`src/rtl/shl_seq.sv`:
```
// ---------------------------------------------------------------------------
// shl_seq: multi-cycle left shifter / rotator.
//   One power-of-two barrel stage per clock; stage k shifts by 2^k when
//   shift-amount bit k is set. Every operation takes SH_W stages regardless
//   of the shift amount, so the result is ready a fixed SH_W cycles after
//   start is accepted.
// Ports:
//   clock  system clock, rising edge
//   clear  synchronous active-high reset, overrides everything
//   start  request, sampled only while idle
//   op     0 = SHL (zero fill), 1 = ROL
//   A      operand
//   B      shift amount (only B[SH_W-1:0] used)
//   busy   operation in progress
//   done   one-cycle completion pulse
//   Z      registered result, held until next completion
//   cout   SHL: last bit shifted out; ROL: Z[0]; 0 when shift amount is 0
// ---------------------------------------------------------------------------
module shl_seq #(
  parameter int SH_W       = 5,
  parameter int DATA_WIDTH = 32
) (
  input  logic                  clock,
  input  logic                  clear,
  input  logic                  start,
  input  logic                  op,
  input  logic [DATA_WIDTH-1:0] A,
  input  logic [DATA_WIDTH-1:0] B,
  output logic                  busy,
  output logic                  done,
  output logic [DATA_WIDTH-1:0] Z,
  output logic                  cout
);

  localparam int KW = (SH_W > 1) ? $clog2(SH_W) : 1;
  localparam logic [SH_W:0] DW_L   = (SH_W+1)'(DATA_WIDTH);
  localparam logic [KW-1:0] K_LAST = KW'(SH_W - 1);

  typedef enum logic {IDLE, RUN} state_t;

  state_t          state_q;
  logic [DATA_WIDTH-1:0] w_q;
  logic [SH_W-1:0] sh_q;
  logic [KW-1:0]   k_q;
  logic            op_q;
  logic            c_q;

  // Upper shift-amount bits are architecturally ignored.
  logic unused_b;
  assign unused_b = ^B[DATA_WIDTH-1:SH_W];

  // Current stage: amt = 2^k. hi holds the bits leaving the top of the word,
  // right-aligned, so hi[0] is the last bit shifted out and hi is also the
  // wrap-around field for ROL.
  logic [SH_W:0]         amt;
  logic [DATA_WIDTH-1:0] hi;
  logic [DATA_WIDTH-1:0] w_d;
  logic                  c_d;

  always_comb begin
    amt = (SH_W+1)'(1) << k_q;
    hi  = w_q >> (DW_L - amt);
    w_d = w_q;
    c_d = c_q;
    if (sh_q[k_q]) begin
      w_d = (w_q << amt) | (op_q ? hi : '0);
      if (!op_q) c_d = hi[0];
    end
  end

  always_ff @(posedge clock) begin
    if (clear) begin
      state_q <= IDLE;
      busy    <= 1'b0;
      done    <= 1'b0;
      Z       <= '0;
      cout    <= 1'b0;
      w_q     <= '0;
      sh_q    <= '0;
      k_q     <= '0;
      op_q    <= 1'b0;
      c_q     <= 1'b0;
    end else begin
      done <= 1'b0;
      case (state_q)
        IDLE: begin
          if (start) begin
            w_q     <= A;
            sh_q    <= B[SH_W-1:0];
            op_q    <= op;
            k_q     <= '0;
            c_q     <= 1'b0;
            busy    <= 1'b1;
            state_q <= RUN;
          end
        end
        RUN: begin
          w_q <= w_d;
          c_q <= c_d;
          k_q <= k_q + 1'b1;
          if (k_q == K_LAST) begin
            Z       <= w_d;
            // ROL with zero shift reports no carry even if bit 0 is set.
            cout    <= op_q ? ((sh_q != '0) & w_d[0]) : c_d;
            done    <= 1'b1;
            busy    <= 1'b0;
            k_q     <= '0;
            state_q <= IDLE;
          end
        end
        default: state_q <= IDLE;
      endcase
    end
  end

endmodule

```
`config.mk`:
```
export PLATFORM = sky130hd
export DESIGN_NAME = shl_seq
export DESIGN_NICKNAME = d
export VERILOG_FILES = /design/src/rtl/shl_seq.sv
export SDC_FILE = /design/constraint.sdc
export NUM_CORES = 1
export LEC_CHECK = 0
export ABC_AREA = 1
export CAP_MARGIN = 20
export CORE_MARGIN = 2
export CORE_UTILIZATION = 40
export DETAILED_ROUTE_END_ITERATION = 16
export SYNTH_ARGS = -nofsm -noshare
export SYNTH_HDL_FRONTEND = slang
export SYNTH_SLANG_ARGS = --single-unit
```
`constraint.sdc`:
```
create_clock -name clock -period 2.75 [get_ports clock]
set_input_delay 0.6875 -clock clock [delete_from_list [all_inputs] [get_ports clock]]
set_output_delay 0.6875 -clock clock [all_outputs]
set_load 0.05 [all_outputs]
```
==> flow_summary.json <==
{
  "critPathLaunch": "k_q[1]$_SDFFE_PP0P_",
  "switching_share_pct": 44.28,
  "hold_class": "register to register",
  "drt-pass1-iter-count": 6,
  "antennaDiodeCount": 0,
  "synthFlopType": "dfxtp_1",
  "power_mw": 4.709,
  "power_density_nw_per_um2": 545.6,
  "critPathCaptureType": "register",
  "antenna_found_initial": 0,
  "dieArea_sq_um": 18780,
  "chipWidth_um": 137.0,
  "clock_latency_ps": 350,
  "cts.path.max_buffers": 2,
  "syn_nets": 1328,
  "netlist.area_leader.share_pct": 22.48,
  "n_fill_cell": 1885,
  "p_clk_share_pct": 27.2,
  "worst_pin_slew_ps": 584.4,
  "ios": 103,
  "drt_iter0_drc": 1043,
  "p_sw_mw": 2.085,
  "vias": 8647,
  "synth_warnings": 0,
  "power.combinational.fraction_pct": 46.9,
  "start_kind": "register",
  "synth_top_area_cell": "nand2_1",
  "fin_crit_sh_pct": 94.44,
  "crit_arrival_ps": 2820,
  "dpl.hpwl_mm": 22.65,
  "maxCapViolations": 0,
  "reg2reg_from": "k_q[1]$_SDFFE_PP0P_",
  "setup_viol": 0,
  "grt_first_pass_wirelength_mm": 45.28,
  "yosysSeqAreaShare_pct": 22.06,
  "tns_ps": 0,
  "port_buffers": 75,
  "reg2reg_to": "w_q[25]$_SDFFE_PP0P_",
  "finalNetCount": 1402,
  "worstPathRequired_ps": 2980,
  "p_int_mw": 2.624,
  "outcome": "complete, no violations",
  "gr-total-overflow": 0,
  "skew_ps": 6.597,
  "area_delta_synth_final_pct": 21.92,
  "reg2reg_depth": 12,
  "yosysMostFrequentCell": "nand2_1",
  "vias_per_cell": 5.550,
  "gp_congestion": 0.9753,
  "synth.distinct_cells": 37,
  "grt_max_degree": 37,
  "ys_top_cells_by_count": "424 x nand2_1, 313 x nand3_1, 111 x inv_1",
  "wl_mm": 29.30,
  "num_rows": 48,
  "die_y_um": 137.0,
  "clk_pin_slew_ps": 70,
  "cts_buffers": 9,
  "hold_buffers": 0,
  "drive_gt1_share_pct": 8.777,
  "fmax_ghz": 0.3850,
  "multiInputGateArea_sq_um": 4624,
  "reg2reg_slack_ps": 150,
  "slew-limit-headroom_pct": 60.99,
  "route.detailed.drc": 0,
  "seq_area_sq_um": 1562,
  "hold_viol_final": 0,
  "h-tree-depth": 3,
  "p_leak_nw": 4.018,
  "synth-seq-cells": 78,
  "async_flop_share_pct": 0,
  "numClockSinks": 78,
  "root_buffer": "clkbuf_16",
  "netlist_area_sq_um": 7079,
  "grt_usage_pct": 32.10,
  "avgSynthCellArea_sq_um": 5.645,
  "crit_fanout": 34,
  "fin_crit_ps": 2597,
  "initial_utilization_pct": 40.93,
  "min_to": "Z[4]$_SDFFE_PP0P_",
  "design.core.area_sq_um": 17300,
  "hold_path_depth": 2,
  "syn_inst": 1254,
  "ant_nets": 0,
  "vdd_drop_max_mv": 0.3076,
  "cts_tree": "yes",
  "min_from": "Z[4]$_SDFFE_PP0P_",
  "maxSlewViolCount": 0,
  "worstSetupPathType": "register to register",
  "ys_top_cells_by_area": "nand2_1 22%, nand3_1 22%, dfxtp_1 22%",
  "grt_pass1_vias": 7895,
  "seq_power_share_pct": 25.9,
  "wl_per_cell_um": 18.81,
  "rsz0062_at_grt": "no",
  "synth_edf_count": 0
}
[logic make-up (layout without fill, tap and decap cells)]
group / after synthesis / in the layout / synth area share [%]
xor gates and xnor gates: 3 / 3 / 0.5834
AOI/OAI and AO/OA: 160 / 160 / 11.81
adders and majority gates: 6 / 6 / 1.060
and+or+nand+nor: 806 / 806 / 51.77
buffers and inverters: 201 / 280 / 12.73
DFF: 78 / 78 / 22.06
[timing repair]
| item | in CTS | in global routing |
|---|---|---|
| hold endpoints to repair | 0 | 0 |
| setup endpoints to repair | 0 | 28 |
| gates resized for setup | 0 | 6 |
| buffers inserted | 0 | 0 |
[cells in the final DEF, fill, tap and decap left out, types with 2 or more instances in the layout]
cell type and n:
nand2_1 424, nand2_8 5, nand3_1 313, ha_2 2, nor2_4 4, nor2_2 3, a31oi_1 4, o211ai_1 10
clkdlybuf4s50_1 75, nand2_2 3, clkbuf_16 9, buf_4 56, nand3b_1 6, o21ai_0 85, inv_6 3, dfxtp_1 78
nor2_1 28, clkinv_1 2, nand4_1 13, clkinv_4 2, a21oi_1 47, inv_1 111, ha_1 4, o21ai_1 12
inv_2 7, nand3_2 2, buf_12 11, nor2_8 2
[routing by layer]
metal  share of wire (%)  track usage (%)  up-vias
li1                    -                -     4262
met4                 2.5            10.60        0
met2                  42            46.55      347
met1                  47            46.78     3990
met3                 9.3            6.852       48
met5                   0                0        -
[metrics by stage]
| stage | cell area, sq um | cells | utilization (%) | hold slack (ps) | setup slack, ps |
|---|---|---|---|---|---|
| after floorplan | 7079 | 1254 | - | 443.9 | 47.88 |
| after detailed placement | 8319 | 1542 | 48.10 | 438.9 | 163.7 |
| final | 8631 | 1558 | 49.90 | 451.4 | 152.8 |
| after CTS | 8626 | 1558 | 49.87 | 454.2 | 130.1 |
| after global placement | 8319 | 1542 | 48.10 | 437.7 | 143.7 |
| after global routing | 8631 | 1558 | 49.90 | 469.6 | 11.72 |
[state kept, by name (all words and copies together), names as in the netlist]
name     count
c_q          1
Z           32
k_q          3
w_q         32
state_q      1
done         1
sh_q         5
cout         1
op_q         1
busy         1
[power groups by stage]
stage	sequential [mW]	clock, mW	combinational [mW]
2_1_floorplan	1.24	0	1.39
3_3_place_gp	1.24	0	2.15
3_5_place_dp	1.25	0	2.15
4_1_cts	1.22	1.30	2.16
5_1_grt	1.23	1.35	2.43
6_report	1.22	1.28	2.21
[worst max-delay path by stage]
stage,cells after the start,endpoint,slack [ps]
2_1_floorplan,16,w_q[8]$_SDFFE_PP0P_,50
3_3_place_gp,14,w_q[5]$_SDFFE_PP0P_,140
3_5_place_dp,15,w_q[9]$_SDFFE_PP0P_,160
4_1_cts,15,w_q[9]$_SDFFE_PP0P_,130
5_1_grt,14,Z[7]$_SDFFE_PP0P_,10
6_report,12,w_q[25]$_SDFFE_PP0P_,150
[worst max-delay path, cell delays in order (launching register included)]
cell and delay (ps):
dfxtp_1 310, inv_1 110, ha_2 290, nand2_8 80, buf_12 170, o21ai_0 450, o21ai_0 260, o21ai_0 200
nand2_1 90, nand2_1 130, nand3_2 170, nand3_1 120, a21oi_1 70
[final cells by class]
class | count | area share (%)
inverters | 122 | 5.393
multi-input cells | 975 | 53.58
repair buffers | 142 | 16.12
well taps | 225 | 3.262
clock buffers | 9 | 2.609
clock inverters | 7 | 0.9423
flip-flops and latches | 78 | 18.09
(Power assumes the default switching activity.)
